`src/rtl/id_stage_pipe_if.sv`:
```
// Decode-stage handshake bundle: IF/ID input channel and ID/EX
// output channel, each with valid/ready.
interface id_stage_pipe_if #(
  parameter int XLEN = 32
);
  logic            in_valid;
  logic            in_ready;
  logic [31:0]     inst;
  logic [XLEN-1:0] pc;
  logic [XLEN-1:0] pc4;
  logic [2:0]      sext_op;
  logic            rf_we;
  logic [1:0]      rf_wsel;

  logic            out_valid;
  logic            out_ready;
  logic [XLEN-1:0] rD1;
  logic [XLEN-1:0] rD2;
  logic [XLEN-1:0] ext;
  logic [XLEN-1:0] pc_out;
  logic [XLEN-1:0] pc4_out;
  logic [4:0]      rd_out;
  logic            rf_we_out;
  logic [1:0]      rf_wsel_out;

  modport master (
    output in_valid, inst, pc, pc4, sext_op, rf_we, rf_wsel,
    output out_ready,
    input  in_ready,
    input  out_valid, rD1, rD2, ext, pc_out, pc4_out,
    input  rd_out, rf_we_out, rf_wsel_out
  );

  modport slave (
    input  in_valid, inst, pc, pc4, sext_op, rf_we, rf_wsel,
    input  out_ready,
    output in_ready,
    output out_valid, rD1, rD2, ext, pc_out, pc4_out,
    output rd_out, rf_we_out, rf_wsel_out
  );
endinterface

```
`src/rtl/id_stage_pipe.sv`:
```
// Pipelined decode: regfile, immediate extender, WB mux, ID/EX register.
// Optional macro ID_WB_BYPASS_EN: write-through of WB value to rD1/rD2.
module id_stage_pipe #(
  parameter int XLEN = 32,
  parameter int NREG = 32
) (
  input  logic            clk,
  input  logic            rst_n,
  id_stage_pipe_if.slave  io,
  input  logic            ex_is_load,
  input  logic [4:0]      ex_rd,
  input  logic            flush,
  input  logic            wb_we,
  input  logic [4:0]      wb_wR,
  input  logic [1:0]      wb_wsel,
  input  logic [XLEN-1:0] wb_aluc,
  input  logic [XLEN-1:0] wb_ext,
  input  logic [XLEN-1:0] wb_pc4,
  input  logic [XLEN-1:0] wb_mem
);
  localparam int IW = (NREG > 1) ? $clog2(NREG) : 1;
  localparam logic [5:0] NLIM = 6'(NREG);

  typedef struct packed {
    logic [XLEN-1:0] rd1;
    logic [XLEN-1:0] rd2;
    logic [XLEN-1:0] ext;
    logic [XLEN-1:0] pc;
    logic [XLEN-1:0] pc4;
    logic [4:0]      rd;
    logic            we;
    logic [1:0]      wsel;
  } id_ex_t;

  logic [XLEN-1:0] rf [NREG];
  logic [4:0]      rs1;
  logic [4:0]      rs2;
  logic            rs1_ok;
  logic            rs2_ok;
  logic            wr_ok;
  logic [XLEN-1:0] wb_val;
  logic [XLEN-1:0] rf_rd1;
  logic [XLEN-1:0] rf_rd2;
  logic [XLEN-1:0] rd1;
  logic [XLEN-1:0] rd2;
  logic [31:0]     imm32;
  logic [XLEN-1:0] imm;
  logic            hazard;
  logic            stage_free;
  logic            take;
  logic            valid;
  id_ex_t          q;
  id_ex_t          d;

  assign rs1 = io.inst[19:15];
  assign rs2 = io.inst[24:20];

  assign rs1_ok = (rs1 != 5'd0) && ({1'b0, rs1} < NLIM);
  assign rs2_ok = (rs2 != 5'd0) && ({1'b0, rs2} < NLIM);
  assign wr_ok  = wb_we && (wb_wR != 5'd0) && ({1'b0, wb_wR} < NLIM);

  // Write-back candidate select
  always_comb begin
    wb_val = wb_mem;
    unique case (1'b1)
      (wb_wsel == 2'd0): wb_val = wb_aluc;
      (wb_wsel == 2'd1): wb_val = wb_ext;
      (wb_wsel == 2'd2): wb_val = wb_pc4;
      default:           wb_val = wb_mem;
    endcase
  end

  // Register file; x0 and out-of-range writes are dropped
  always_ff @(posedge clk or negedge rst_n) begin
    if (!rst_n) begin
      for (int i = 0; i < NREG; i++) rf[i] <= '0;
    end else if (wr_ok) begin
      rf[wb_wR[IW-1:0]] <= wb_val;
    end
  end

  assign rf_rd1 = rs1_ok ? rf[rs1[IW-1:0]] : '0;
  assign rf_rd2 = rs2_ok ? rf[rs2[IW-1:0]] : '0;

`ifdef ID_WB_BYPASS_EN
  assign rd1 = (wr_ok && wb_wR == rs1) ? wb_val : rf_rd1;
  assign rd2 = (wr_ok && wb_wR == rs2) ? wb_val : rf_rd2;
`else
  assign rd1 = rf_rd1;
  assign rd2 = rf_rd2;
`endif

  // Immediate assembly, sign-extended from inst[31]
  always_comb begin
    imm32 = '0;
    unique case (1'b1)
      (io.sext_op == 3'd0):
        imm32 = {{20{io.inst[31]}}, io.inst[31:20]};
      (io.sext_op == 3'd1):
        imm32 = {{20{io.inst[31]}}, io.inst[31:25],
                 io.inst[11:7]};
      (io.sext_op == 3'd2):
        imm32 = {{19{io.inst[31]}}, io.inst[31], io.inst[7],
                 io.inst[30:25], io.inst[11:8], 1'b0};
      (io.sext_op == 3'd3):
        imm32 = {io.inst[31:12], 12'b0};
      (io.sext_op == 3'd4):
        imm32 = {{11{io.inst[31]}}, io.inst[31], io.inst[19:12],
                 io.inst[20], io.inst[30:21], 1'b0};
      default:
        imm32 = '0;
    endcase
  end

  if (XLEN > 32) begin : g_wide
    assign imm = {{(XLEN-32){imm32[31]}}, imm32};
  end else begin : g_narrow
    assign imm = imm32;
  end

  assign hazard = ex_is_load && (ex_rd != 5'd0) &&
                  ((ex_rd == rs1) || (ex_rd == rs2));
  assign stage_free  = !valid || io.out_ready;
  assign io.in_ready = stage_free && !hazard && !flush;
  assign take        = io.in_valid && io.in_ready;

  assign d.rd1  = rd1;
  assign d.rd2  = rd2;
  assign d.ext  = imm;
  assign d.pc   = io.pc;
  assign d.pc4  = io.pc4;
  assign d.rd   = io.inst[11:7];
  assign d.we   = io.rf_we;
  assign d.wsel = io.rf_wsel;

  // ID/EX register: flush clears, stall holds, free slot loads or bubbles
  always_ff @(posedge clk or negedge rst_n) begin
    if (!rst_n) begin
      valid <= 1'b0;
      q     <= '0;
    end else if (flush) begin
      valid <= 1'b0;
    end else if (stage_free) begin
      valid <= take;
      if (take) q <= d;
    end
  end

  assign io.out_valid   = valid;
  assign io.rD1         = q.rd1;
  assign io.rD2         = q.rd2;
  assign io.ext         = q.ext;
  assign io.pc_out      = q.pc;
  assign io.pc4_out     = q.pc4;
  assign io.rd_out      = q.rd;
  assign io.rf_we_out   = q.we;
  assign io.rf_wsel_out = q.wsel;
endmodule
```
`src/flat_wrapper.sv`:
```
// flat-port wrapper written by rule: the top's interface ports become plain ports
module id_stage_pipe_flat 
#(
  parameter int XLEN = 32,
  parameter int NREG = 32
)
  (clk, rst_n, ex_is_load, ex_rd, flush, wb_we, wb_wR, wb_wsel, wb_aluc, wb_ext, wb_pc4, wb_mem, io_in_valid, io_inst, io_pc, io_pc4, io_sext_op, io_rf_we, io_rf_wsel, io_out_ready, io_in_ready, io_out_valid, io_rD1, io_rD2, io_ext, io_pc_out, io_pc4_out, io_rd_out, io_rf_we_out, io_rf_wsel_out);
  id_stage_pipe_if #(.XLEN(XLEN)) io_i ();
  input  logic clk;
  input  logic rst_n;
  input  logic ex_is_load;
  input  logic [4:0] ex_rd;
  input  logic flush;
  input  logic wb_we;
  input  logic [4:0] wb_wR;
  input  logic [1:0] wb_wsel;
  input  logic [XLEN-1:0] wb_aluc;
  input  logic [XLEN-1:0] wb_ext;
  input  logic [XLEN-1:0] wb_pc4;
  input  logic [XLEN-1:0] wb_mem;
  input wire logic [$bits(io_i.in_valid)-1:0] io_in_valid;
  input wire logic [$bits(io_i.inst)-1:0] io_inst;
  input wire logic [$bits(io_i.pc)-1:0] io_pc;
  input wire logic [$bits(io_i.pc4)-1:0] io_pc4;
  input wire logic [$bits(io_i.sext_op)-1:0] io_sext_op;
  input wire logic [$bits(io_i.rf_we)-1:0] io_rf_we;
  input wire logic [$bits(io_i.rf_wsel)-1:0] io_rf_wsel;
  input wire logic [$bits(io_i.out_ready)-1:0] io_out_ready;
  output wire logic [$bits(io_i.in_ready)-1:0] io_in_ready;
  output wire logic [$bits(io_i.out_valid)-1:0] io_out_valid;
  output wire logic [$bits(io_i.rD1)-1:0] io_rD1;
  output wire logic [$bits(io_i.rD2)-1:0] io_rD2;
  output wire logic [$bits(io_i.ext)-1:0] io_ext;
  output wire logic [$bits(io_i.pc_out)-1:0] io_pc_out;
  output wire logic [$bits(io_i.pc4_out)-1:0] io_pc4_out;
  output wire logic [$bits(io_i.rd_out)-1:0] io_rd_out;
  output wire logic [$bits(io_i.rf_we_out)-1:0] io_rf_we_out;
  output wire logic [$bits(io_i.rf_wsel_out)-1:0] io_rf_wsel_out;
  assign io_i.in_valid = io_in_valid;
  assign io_i.inst = io_inst;
  assign io_i.pc = io_pc;
  assign io_i.pc4 = io_pc4;
  assign io_i.sext_op = io_sext_op;
  assign io_i.rf_we = io_rf_we;
  assign io_i.rf_wsel = io_rf_wsel;
  assign io_i.out_ready = io_out_ready;
  assign io_in_ready = io_i.in_ready;
  assign io_out_valid = io_i.out_valid;
  assign io_rD1 = io_i.rD1;
  assign io_rD2 = io_i.rD2;
  assign io_ext = io_i.ext;
  assign io_pc_out = io_i.pc_out;
  assign io_pc4_out = io_i.pc4_out;
  assign io_rd_out = io_i.rd_out;
  assign io_rf_we_out = io_i.rf_we_out;
  assign io_rf_wsel_out = io_i.rf_wsel_out;
  id_stage_pipe #(.XLEN(XLEN), .NREG(NREG)) u_core (.clk(clk), .rst_n(rst_n), .io(io_i), .ex_is_load(ex_is_load), .ex_rd(ex_rd), .flush(flush), .wb_we(wb_we), .wb_wR(wb_wR), .wb_wsel(wb_wsel), .wb_aluc(wb_aluc), .wb_ext(wb_ext), .wb_pc4(wb_pc4), .wb_mem(wb_mem));
endmodule
```
`config.mk`:
```
export PLATFORM = sky130hd
export DESIGN_NAME = id_stage_pipe_flat
export DESIGN_NICKNAME = d
export VERILOG_FILES = /design/src/rtl/id_stage_pipe_if.sv /design/src/rtl/id_stage_pipe.sv /design/src/flat_wrapper.sv
export SDC_FILE = /design/constraint.sdc
export NUM_CORES = 2
export LEC_CHECK = 0
export ABC_CLOCK_PERIOD_IN_PS = 7000
export CORE_ASPECT_RATIO = 0.7
export CORE_UTILIZATION = 55
export DETAILED_ROUTE_END_ITERATION = 12
export HOLD_SLACK_MARGIN = 0.12
export PLACE_DENSITY = 0.83
export REMOVE_ABC_BUFFERS = 1
export SYNTH_ARGS = -nofsm -noshare
export SYNTH_HDL_FRONTEND = slang
export SYNTH_SLANG_ARGS = --single-unit
```
`constraint.sdc`:
```
create_clock -name clk -period 7 [get_ports clk]
set_input_delay 2.1 -clock clk [delete_from_list [all_inputs] [get_ports clk]]
set_output_delay 2.1 -clock clk [all_outputs]
set_load 0.005 [all_outputs]
```
Word level (Yosys, flattened, before mapping) --
Index checks and enable logic that the tools add are counted.
Operators by class: muxes and demuxes 15, reductions and logical operators 20, bitwise logic cells 4, divide/modulo/power cells 0, multiply operators 0, add/subtract/negate cells 0, shift-type cells 0, equality and inequality tests 8, order comparisons 4
Operators with widths (count):
- 1024-bit bitwise mux | 1
- 32-bit binary-select mux with 5-bit select | 2
- 32-bit two-way mux | 7
- 32-bit demux with 5-bit select | 1
- 32-bit case mux with 5 select lines | 1
- 32-bit case mux with 3 select lines | 1
- 5-bit nonzero test | 4
- 6-bit greater-or-equal comparator (second input constant) | 3
- 5-bit inverter with 6-bit output | 3
- 5-bit equality test | 2
- 1-bit logical AND | 7
- 3-bit by 2-bit equality test with 1-bit output (second input constant) | 2
- 6-bit by 1-bit < comparator with 1-bit output (second input constant) | 1
- 3-bit by 1-bit equality test with 1-bit output (second input constant) | 1
- 3-bit equality test (second input constant) | 1
- 1-bit logical NOT | 3
- 3-bit logical NOT | 1
- 3-bit AND reduction | 1
- 2-bit by 1-bit equality test with 1-bit output (second input constant) | 1
- 2-bit equality test (second input constant) | 1
- 2-bit logical NOT | 1
- 1-bit logical OR | 2
- 1-bit two-way mux | 2
- 2-bit nonzero test | 1
- 1-bit inverter | 1
Storage, ports and cells: bits in registers 1193, memories 0, logic and storage cells 92, latch bits 0, ROM bits 0, output and inout bits 170, RAM bits 0

Longest topological paths before layout --
depth in word-level cells 9, depth in mapped cells 10

Worst setup path after synthesis --
Ideal clock, no wire load.
kind input to output, start input port io_inst[15], end output port io_in_ready, path slack 1.502 ns, arrival time 3.398 ns, stages on the path 7, required time 4.900 ns, cells stage by stage buf_4 -> xor2_1 -> nor3_1 -> a22oi_1 -> o21ai_1 -> clkbuf_1 -> inv_1
Between the ends: word-level cells in the longest chain between the ends 6
Ends and longest elaborated chain:
- start: declaration | line flat_wrapper.sv:22 | input wire logic [$bits(io_i.inst)-1:0] io_inst;
- 5-bit equality test | line id_stage_pipe.sv:122 | ((ex_rd == rs1) || (ex_rd == rs2));
- 1-bit logical OR | line id_stage_pipe.sv:122
- 1-bit logical AND | line id_stage_pipe.sv:121 | assign hazard = ex_is_load && (ex_rd != 5'd0) &&
- 1-bit logical NOT | line id_stage_pipe.sv:124 | assign io.in_ready = stage_free && !hazard && !flush;
- 1-bit logical AND (2 in series) | line id_stage_pipe.sv:124
- end: declaration | line flat_wrapper.sv:29 | output wire logic [$bits(io_i.in_ready)-1:0] io_in_ready;
No other way between the ends.

Worst setup path in the final report --
start input port ex_rd[0], end output port io_in_ready
Between the ends: word-level cells in the longest chain between the ends 6, elaborated cells on any way between the ends 9, those cells by class eq/ne (2); reduce/logical (7)
Ends and longest elaborated chain:
- start: declaration | line flat_wrapper.sv:12 | input logic [4:0] ex_rd;
- 5-bit equality test or 5-bit nonzero test (tied branches) | line id_stage_pipe.sv:122, id_stage_pipe.sv:121
- 1-bit logical OR or 1-bit logical AND (tied branches) | line id_stage_pipe.sv:122, id_stage_pipe.sv:121
- 1-bit logical AND * | line id_stage_pipe.sv:121
- 1-bit logical NOT * | line id_stage_pipe.sv:124
- 1-bit logical AND * (2 in series) | line id_stage_pipe.sv:124
Every way passes the cells marked *; elsewhere a longest branch is shown, timed or not.

==> out/summary.log <==
qor: status.run_status completed
qor: sta.setup_repair_after_global_routing_missed_its_margin no
qor: final_layout.total_nets_final 5866
qor: clock_tree.cts_tree yes
qor: power.ir_drop 0.204 mV
qor: drt.dr_total_vias 48.1k
qor: yosys.synth_largest_area_cell dfrtp_1
qor: critical_path.worst-setup-path-type input port to primary output
qor: clock_tree.cts.sink_count 1193
qor: clock_tree.htree_num_levels 3
qor: critical_path.crit_buf_inv 3
qor: die.core.rowCount 101
qor: global_routing.global_route_wire_length_before_repair 288000 um
qor: die.start_util 55.7%
qor: die.io-pin-count 419
qor: sta.timing.slew.headroom 7.52%
qor: critical_path.startpoint_type input port
qor: drt.firstDrtPassIters 7
qor: global_routing.grt_use_total 33.9%
qor: yosys.postSynthAreaPerCell 11.0 sq um
qor: yosys.ys.warnings.count 0
qor: critical_path.cp_data_required_time 4.90 ns
qor: clock_tree.post_cts.resized_instances 0
qor: final_layout.layout-area-overhead-vs-synth 13.6%
qor: clock_tree.clock_insertion_delay_worst_skew 0.73 ns
qor: critical_path.reg2reg_from u_core.io.out_valid
qor: sta.post-route-min-period 6.35 ns
qor: final_layout.drive_gt1_share 17.4%
qor: critical_path.timing.critical_path.cells clkdlybuf4s50_1 > or4_1 > o21ai_2 > o21ai_4 > inv_1 > clkdlybuf4s50_1
qor: die.die_width 399 um
qor: die.fp.dieH 280 um
qor: global_routing.grt_overflow_total 0
qor: sta.timing_max_transition_violations_final 0
qor: global_routing.largest_net_degree_at_the_start_of_global_routing 159
qor: critical_path.critical_path.slowest_cell or4_1
qor: drt.drc_errors 0
qor: placed_design.dpl.hpwl 115000 um
qor: yosys.synth-seq-area-share 49.2%
qor: power.power.static_leakage 30.3 nW
qor: yosys.synth_commonest_cells dfrtp_1 (1193), nand2_1 (1110), o21ai_0 (1030)
qor: sta.fmax 157 MHz
qor: critical_path.critical_path.max_stage_delay 0.56 ns
qor: yosys.synthesis.instances 5523
qor: yosys.synth.area.top_cells dfrtp_1 (49%), mux4_2 (11%), o21ai_0 (8.5%), nand2_1 (6.9%), mux2_2 (4.9%)
qor: global_routing.number_of_antenna_violations_at_the_first_check_in_global_routing 2
qor: clock_tree.ctsRootBufferMaster clkbuf_16
qor: placed_design.dp_slack 0.660 ns
qor: min_path.holdCritStartpoint u_core.rf[994]
qor: sta.fin_ws 0.651 ns
qor: critical_path.critPathCaptureType primary output
qor: clock_tree.path_clk_slew 0.06 ns
qor: placed_design.io_buffer_count 411
qor: yosys.synthDistinctLibCells 63
qor: run.max-cap-violations 0
qor: min_path.worst_hold_path_type register to register
qor: yosys.syn-cell-area 0.0607 sq mm
qor: sta.setup_tns 0 ns
qor: die.design.die.area 0.112 sq mm
qor: yosys.synth-seq-cells 1193
qor: power.fin_total_pwr 20.2 mW
qor: yosys.dominant_register_cell_in_the_synthesized_netlist dfrtp_1
qor: sta.fin_skew 0.0366 ns
qor: final_layout.final_core_utilization 63.3%
qor: clock_tree.clock_path_buffers 3
qor: sta.worst_slew_pin_slew 1.39 ns
qor: critical_path.cp.arrival 4.25 ns
qor: sta.hold_slack 0.392 ns
qor: clock_tree.postCtsSetupRepairBufs 0
qor: critical_path.crit_start ex_rd[0]
qor: global_routing.grt_pass1_vias 47.4k
qor: drt.total_routed_wirelength 190000 um
qor: drt.detail_route.vias_per_cell 6.72
qor: yosys.synth_enable_flop_cells 0
qor: yosys.synth_top_area_share 49.2%
qor: sta.fin_crit_sh 90.7%
qor: critical_path.timing.critical_path.mode_cell clkdlybuf4s50_1
qor: clock_tree.cts_inserted_buffers 110
qor: yosys.synthArstFlopShare 100%
qor: placed_design.gp_congestion 0.902
qor: drt.drt.antenna.violating_nets 0
qor: yosys.synth_most_common_cell dfrtp_1
qor: power.pwr_density_cell 292 mW/mm^2
qor: critical_path.crit_family buffers and inverters
qor: sta.report.final.setup_viol 0
qor: die.core_area 0.109 sq mm
qor: drt.detailed_router_s_first_iteration_violation_count 6215
qor: clock_tree.postCtsHoldBufs 0
qor: sta.finalHoldViolCount 0
qor: drt.wl_per_cell 26.6 um
qor: critical_path.crit_path_max_fanout 4
==> state kept, by name, indices dropped and copies added (netlist names), 2 cells and up <==
name and flops:
u_core.io.pc4_out 32, u_core.io.rf_wsel_out 2, u_core.io.ext 32, u_core.io.rD2 32, u_core.rf 1024, u_core.io.rd_out 5
u_core.io.rD1 32, u_core.io.pc_out 32
==> layout by cell type, fill, tap and decap left out, types with 19 or more instances in the layout <==
master	n
mux2_2	263
nor2b_1	23
clkinv_2	19
nand4_1	22
o22ai_1	139
mux4_2	284
o32ai_2	25
mux2_1	28
nor4_2	22
o21ai_1	19
nor2_1	23
a211oi_1	20
o32ai_1	39
clkdlybuf4s50_1	402
nand2_1	1078
a211o_1	22
nand2_2	32
mux4_1	34
clkbuf_16	114
o211ai_1	21
o21ai_0	998
a21oi_1	20
inv_1	83
clkbuf_8	30
buf_4	121
clkbuf_1	20
dfrtp_1	1193
a22oi_1	134
nor3_1	25
mux2i_1	290
==> cell type report <==
class	instances	area, sq um
tap	1442	1800
fill	8149	39900
sequential	1193	29900
timing repair buffer	543	5290
clock inverter	38	492
multi-input combinational	3686	27900
clock buffer	163	3330
inverter	83	312
antenna	5	12.5
==> per-stage QoR <==
step / instance area, sq um / cells
final: 69000 / 7153
after global routing: 69000 / 7148
after CTS: 69000 / 7148
after detailed placement: 65200 / 6947
after global placement: 65200 / 6947
after floorplan: 57800 / 4962
==> metal layers <==
| metal | vias up | wire [um] | global-route usage (%) |
|---|---|---|---|
| met5 | - | 29 | 0 |
| met4 | 4 | 9360 | 15.5 |
| met3 | 597 | 24800 | 11.3 |
| met2 | 3228 | 84100 | 49.4 |
| met1 | 24100 | 72000 | 46.1 |
| li1 | 20100 | - | - |
==> worst paths after layout <==
check | end | slack [ns] | depth (start not counted)
min reg2reg | u_core.rf[994] | 0.39 | 0
max | io_in_ready | 0.65 | 6
min in group asynchronous | u_core.rf[88] | 1.45 | 1
max reg2reg | u_core.io.pc_out[18] | 4.32 | 5
max in group asynchronous | u_core.io.pc4_out[27] | 4.04 | 2
min | u_core.rf[994] | 0.39 | 0
==> cells by family (layout without fill, tap and decap cells) <==
family / after synthesis / in the layout / synth area share [%]
AO/OA/AOI/OAI: 1472 / 1472 / 14.1
XOR/XNOR: 11 / 11 / 0.159
buffers and inverters: 644 / 827 / 5.25
flip-flops: 1193 / 1193 / 49.2
multiplexers: 899 / 899 / 22.2
other: 0 / 5 / 0
AND/OR/NAND/NOR: 1304 / 1304 / 9.15
==> where the power goes <==
group          leakage (nW)  internal [mW]  total (mW)  switching (mW)
sequential             15.3           8.34        9.45            1.12
combinational          13.1           2.23        4.31            2.08
clock                  1.88           3.66        6.40            2.75
total                  30.3           14.2        20.2            5.94
Note: power is estimated with default switching activity, not from simulation.
